### config.mk
export PLATFORM = sky130hd
export DESIGN_NAME = enigma_step_ctrl
export DESIGN_NICKNAME = d
export VERILOG_FILES = /design/src/rtl/enigma_step_ctrl.sv
export SDC_FILE = /design/constraint.sdc
export NUM_CORES = 1
export LEC_CHECK = 0
export CAP_MARGIN = 10
export CELL_PAD_IN_SITES_DETAIL_PLACEMENT = 1
export CELL_PAD_IN_SITES_GLOBAL_PLACEMENT = 2
export CORE_ASPECT_RATIO = 0.5
export CORE_MARGIN = 5
export CORE_UTILIZATION = 31
export DETAILED_ROUTE_END_ITERATION = 10
export HOLD_SLACK_MARGIN = 0.05
export PLACE_DENSITY_LB_ADDON = 0.1
export REMOVE_ABC_BUFFERS = 1
export SYNTH_ARGS = -nofsm -noshare
export SYNTH_HDL_FRONTEND = slang
export SYNTH_SLANG_ARGS = --single-unit
### constraint.sdc
create_clock -name clk -period 5.1 [get_ports clk]
set_input_delay 1.275 -clock clk [delete_from_list [all_inputs] [get_ports clk]]
set_output_delay 1.275 -clock clk [all_outputs]
set_load 0.01 [all_outputs]
### src/rtl/enigma_step_ctrl.sv
// rtl/enigma_step_ctrl.sv - Enigma rotor stepping and seven-pass datapath sequencer
module enigma_step_ctrl #(
    parameter int NOTCH0 = 21,
    parameter int NOTCH1 = 4
) (
    input  logic        clk,
    input  logic        rst_n,
    input  logic        in_valid,
    input  logic [4:0]  in_char,
    output logic        in_ready,
    output logic        out_valid,
    output logic [4:0]  out_char,
    input  logic        out_ready,
    input  logic        cfg_we,
    input  logic [1:0]  cfg_addr,
    input  logic [4:0]  cfg_data,
    output logic [14:0] pos_out,
    output logic [1:0]  rot_sel,
    output logic        rot_dir,
    output logic [4:0]  rot_in,
    input  logic [4:0]  rot_out
);

    typedef enum logic [3:0] {
        IDLE, F0, F1, F2, REF, B2, B1, B0, DONE
    } state_t;

    state_t state, state_next;

    logic [4:0] pos0, pos1, pos2;
    logic [4:0] data;
    logic [4:0] data_next;
    logic [4:0] cur_pos;
    logic [4:0] r_adj;
    logic [4:0] cfg_val;
    logic       accept;
    logic       cfg_write;
    logic       bypass;
    logic       in_pass;
    logic       step_mid;
    logic       step_slow;

    // (a + b) mod 26 for operands already reduced to 0..25
    function automatic logic [4:0] add26(input logic [4:0] a, input logic [4:0] b);
        logic [5:0] s;
        s = {1'b0, a} + {1'b0, b};
        if (s >= 6'd26) s = s - 6'd26;
        return s[4:0];
    endfunction

    // (r - p) mod 26 for operands already reduced to 0..25
    function automatic logic [4:0] sub26(input logic [4:0] r, input logic [4:0] p);
        logic [5:0] s;
        if (r >= p) s = {1'b0, r} - {1'b0, p};
        else        s = {1'b0, r} + 6'd26 - {1'b0, p};
        return s[4:0];
    endfunction

    function automatic logic [4:0] inc26(input logic [4:0] a);
        return (a == 5'd25) ? 5'd0 : a + 5'd1;
    endfunction

    assign cfg_write = (state == IDLE) && cfg_we;
    assign accept    = (state == IDLE) && in_valid && !cfg_we;
    assign cfg_val   = (cfg_data >= 5'd26) ? 5'd0 : cfg_data;
    // Letters keep the data register in 0..25, so a value of 26+ marks a bypass code
    assign bypass    = (data >= 5'd26);
    assign in_pass   = (state != IDLE) && (state != DONE);
    assign step_mid  = (pos0 == 5'(NOTCH0)) || (pos1 == 5'(NOTCH1));
    assign step_slow = (pos1 == 5'(NOTCH1));
    assign r_adj     = (rot_out >= 5'd26) ? rot_out - 5'd26 : rot_out;

    assign in_ready  = (state == IDLE) && !cfg_we;
    assign out_valid = (state == DONE);
    assign out_char  = data;
    assign pos_out   = {pos2, pos1, pos0};

    // State register
    always_ff @(posedge clk or negedge rst_n) begin
        if (!rst_n) state <= IDLE;
        else        state <= state_next;
    end

    // Pass sequencing and datapath drive; rot_out only feeds data_next
    always_comb begin
        state_next = state;
        rot_sel    = 2'd0;
        rot_dir    = 1'b0;
        rot_in     = 5'd0;
        cur_pos    = 5'd0;
        data_next  = data;
        case (state)
            IDLE: if (accept) state_next = F0;
            F0: begin
                rot_sel = 2'd0; cur_pos = pos0; state_next = F1;
            end
            F1: begin
                rot_sel = 2'd1; cur_pos = pos1; state_next = F2;
            end
            F2: begin
                rot_sel = 2'd2; cur_pos = pos2; state_next = REF;
            end
            REF: begin
                rot_sel = 2'd3; state_next = B2;
            end
            B2: begin
                rot_sel = 2'd2; rot_dir = 1'b1; cur_pos = pos2; state_next = B1;
            end
            B1: begin
                rot_sel = 2'd1; rot_dir = 1'b1; cur_pos = pos1; state_next = B0;
            end
            B0: begin
                rot_sel = 2'd0; rot_dir = 1'b1; cur_pos = pos0; state_next = DONE;
            end
            DONE: if (out_ready) state_next = IDLE;
            default: state_next = IDLE;
        endcase
        if (state == REF) begin
            rot_in    = data;
            data_next = r_adj;
        end else if (in_pass) begin
            rot_in    = add26(data, cur_pos);
            data_next = sub26(r_adj, cur_pos);
        end
    end

    // Rotor positions: configuration writes in IDLE, odometer step on letter accept
    always_ff @(posedge clk or negedge rst_n) begin
        if (!rst_n) begin
            pos0 <= 5'd0;
            pos1 <= 5'd0;
            pos2 <= 5'd0;
        end else if (cfg_write) begin
            case (cfg_addr)
                2'd0:    pos0 <= cfg_val;
                2'd1:    pos1 <= cfg_val;
                2'd2:    pos2 <= cfg_val;
                default: ;
            endcase
        end else if (accept && (in_char < 5'd26)) begin
            pos0 <= inc26(pos0);
            if (step_mid)  pos1 <= inc26(pos1);
            if (step_slow) pos2 <= inc26(pos2);
        end
    end

    // Data register: latch on accept, update per pass unless carrying a bypass code
    always_ff @(posedge clk or negedge rst_n) begin
        if (!rst_n)                     data <= 5'd0;
        else if (accept)                data <= in_char;
        else if (in_pass && !bypass)    data <= data_next;
    end

endmodule

==> insert_results.sql <==
INSERT INTO impl_metrics (metric_group, metric, value, unit) VALUES
('place', 'placement.io_buffers', '51', ''),
('clock_network', 'cts_buffer_count', '3', ''),
('synthesis', 'synth_seq_cells', '24', ''),
('timing', 'finalCritPeriodShare', '97.1', '%'),
('critical_path', 'timing.setup.critical_path_class', 'reg -> out', ''),
('final_layout', 'utilization', '42.3', '%'),
('place', 'detailedPlacementHpwl', '8.03', 'mm'),
('critical_path', 'critical_path.reg2reg.startpoint', 'state[1]', ''),
('detailed_routing', 'finalWirelength', '9.91', 'mm'),
('timing', 'rsz_0062_raised_after_global_routing', 'true', ''),
('synthesis', 'ys_seq_area_share', '22.2', '%'),
('final_layout', 'filler_cell_count', '1016', ''),
('final_layout', 'layout.cells.most_common', 'clkdlybuf4s50_1', ''),
('timing', 'timing_max_transition_violations_final', '0', ''),
('critical_path', 'timing.critical_path.cells', 'xor2_1, nor2_1, a22oi_1, nand2_1, ha_2, inv_1, fa_2, buf_4, inv_1, o31ai_2, a221oi_1, or3b_4, and3_1, a221o_1, dlygate4sd2_1', ''),
('place', 'placement.setup.worst_slack', '-0.117', 'ns'),
('grt', 'grt_antenna_before_repair', '0', ''),
('timing', 'post-route-min-period', '4.95', 'ns'),
('critical_path', 'required', '3.83', 'ns'),
('worst_hold_path', 'holdPathStages', '2', ''),
('synthesis', 'netlist_top_cells_area', 'dfrtp_1, ha_1, o21ai_0', ''),
('critical_path', 'regToRegEndpoint', 'out_char[4]', ''),
('clock_network', 'cts_sinks', '24', ''),
('critical_path', 'timing.reg2reg.setup_slack', '1.74', 'ns'),
('die', 'pin_count', '52', ''),
('final_layout', 'layout-area-overhead-vs-synth', '34.5', '%'),
('critical_path', 'cp_slowest_cell', 'dfrtp_2', ''),
('worst_hold_path', 'hold_start', 'state[3]', ''),
('clock_network', 'cts.clk_slew.worst_paths', '0.07', 'ns'),
('synthesis', 'ys.warnings.count', '0', ''),
('die', 'die_width', '142', 'microns'),
('die', 'core_area', '0.00862', 'sq mm'),
('critical_path', 'worstSetupEndpointType', 'output port', ''),
('worst_hold_path', 'hold-path-endpoint', 'state[0]', ''),
('detailed_routing', 'viasPerCell', '5.48', ''),
('timing', 'worstMarginPinSlew', '0.644', 'ns'),
('timing', 'achievable-frequency', '0.202', 'GHz'),
('timing', 'setup_viol', '0', ''),
('clock_network', 'cts-htree-levels', '1', ''),
('worst_hold_path', 'worstHoldPathType', 'reg -> reg', ''),
('final_layout', 'nets', '461', ''),
('critical_path', 'r2r.worst_path.cells', '14', ''),
('critical_path', 'critPathLaunchType', 'flop', ''),
('run', 'max-cap-violations', '0', ''),
('outcome', 'run_status', 'finished, final reports clean', ''),
('timing', 'timing.max_slew.rel_slack', '57.1', '%'),
('timing', 'skew', '0.00188', 'ns'),
('detailed_routing', 'dr_total_vias', '2911', ''),
('grt', 'overflow', '0', ''),
('critical_path', 'worstPathMaxFanout', '5', ''),
('grt', 'tot_gr_track_use', '18.2', '%'),
('detailed_routing', 'ant_nets', '0', ''),
('clock_network', 'clockRootBuffer', 'clkbuf_16', ''),
('clock_network', 'clock_path_buffers', '2', ''),
('clock_network', 'clock_insertion_delay_worst_skew', '0.26', 'ns'),
('detailed_routing', 'detail_route.iter0.violations', '147', ''),
('timing', 'final_hold_viol_count', '0', ''),
('synthesis', 'synth_top_area_share', '22.2', '%'),
('grt', 'wire_length_of_the_first_global_routing_pass', '16.1', 'mm'),
('detailed_routing', 'dr.pass1.iters', '4', ''),
('critical_path', 'timing.critical_path.buf_inv', '4', ''),
('die', 'initial_core_util', '31.4', '%'),
('die', 'die_area', '0.0108', 'sq mm'),
('synthesis', 'syn_area', '0.00271', 'sq mm'),
('detailed_routing', 'drc_errors', '0', ''),
('synthesis', 'synth_edf_count', '0', ''),
('critical_path', 'crit_path_frequent_cell', 'inv_1', ''),
('grt', 'grt_pass1_vias', '3012', ''),
('final_layout', 'diodes', '0', ''),
('timing', 'setup_ws', '0.150', 'ns'),
('synthesis', 'postSynthAreaPerCell', '7.86', 'sq um');
final cells by class:
| class | instances | area, sq um | share of cell area [%] |
|---|---|---|---|
| multi-input combinational | 283 | 2010 | 55.2 |
| timing repair buffer | 75 | 674 | 18.5 |
| sequential | 24 | 603 | 16.5 |
| tap | 117 | 146 | 4.02 |
| inverter | 28 | 105 | 2.88 |
| clock buffer | 3 | 75.1 | 2.06 |
| clock inverter | 1 | 30.0 | 0.824 |
cells in the mapped netlist, types with 3 or more instances:
| master | instances |
|---|---|
| nand2_1 | 32 |
| nor3_1 | 5 |
| xor2_1 | 5 |
| o31a_1 | 9 |
| buf_4 | 3 |
| mux2i_1 | 3 |
| nor2_1 | 32 |
| a21oi_1 | 19 |
| nor3b_1 | 4 |
| a22oi_1 | 3 |
| xnor2_1 | 6 |
| nand2b_1 | 3 |
| a222oi_1 | 4 |
| dfrtp_1 | 24 |
| a31oi_1 | 3 |
| nand4b_1 | 5 |
| a211oi_1 | 8 |
| and2_1 | 4 |
| fa_1 | 3 |
| ha_1 | 21 |
| clkbuf_1 | 4 |
| or3_1 | 3 |
| and3_1 | 11 |
| mux2_2 | 3 |
| o21ai_0 | 37 |
| nand3_1 | 11 |
| inv_1 | 28 |
| a21o_1 | 4 |
sequential cells by signal (all words and copies together) (netlist names):
| name | count |
|---|---|
| state | 4 |
| pos0 | 5 |
| out_char | 5 |
| pos2 | 5 |
| pos1 | 5 |
worst min-delay path, stage by stage, from the launching register on:
cell and delay (ns):
dfrtp_1 0.40, buf_4 0.15, a211oi_1 0.05
repair_timing:
action	4_1_cts	5_1_grt
endpoints found under the setup margin	4	4
pin swaps	2	9
buffers inserted	1	1
resized for setup	11	14
hold endpoints to repair	0	0
kinds of logic (layout without fill, tap and decap cells):
| family | Yosys count | count (layout) | share of synthesized area [%] |
|---|---|---|---|
| flip-flops | 24 | 24 | 22.2 |
| AND/OR/NAND/NOR | 125 | 125 | 24.1 |
| multiplexers | 7 | 7 | 2.91 |
| AO/OA/AOI/OAI | 115 | 115 | 28.8 |
| adder cells (fa/ha/maj) | 24 | 24 | 11.9 |
| XOR/XNOR | 12 | 12 | 4.16 |
| buffers and inverters | 38 | 107 | 5.96 |
through the flow:
step / area, sq um / TNS [ns] / hold WS [ns] / std cells
global placement: 3480 / 0 / 0.598 / 525
finish: 3640 / 0 / 0.633 / 531
floorplan: 2650 / 0 / 0.584 / 335
detailed placement: 3480 / -0.139 / 0.622 / 525
global route: 3640 / -0.0797 / 0.659 / 531
CTS: 3600 / 0 / 0.639 / 530
layer usage:
| layer | GRT usage (%) | vias up | part of all wire [%] |
|---|---|---|---|
| met4 | 2.59 | 0 | 1.2 |
| met1 | 25.3 | 1431 | 49 |
| met5 | 0 | - | 0 |
| li1 | - | 1413 | - |
| met3 | 3.20 | 10 | 3.4 |
| met2 | 30.1 | 57 | 47 |
worst max-delay path by stage:
stage	startpoint	end	slack, ns	cells after the start
finish	state[1]	rot_in[4]	0.15	15
global route	state[1]	rot_in[2]	-0.08	15
CTS	state[2]	rot_in[2]	0.006	15
detailed placement	state[1]	rot_in[2]	-0.12	15
global placement	state[1]	rot_in[2]	0.09	15
floorplan	state[1]	rot_in[2]	0.48	13
Power is left out: the tool's default activity adds up to more than one toggle a clock period on the data nets, which glitch-free logic cannot reach.
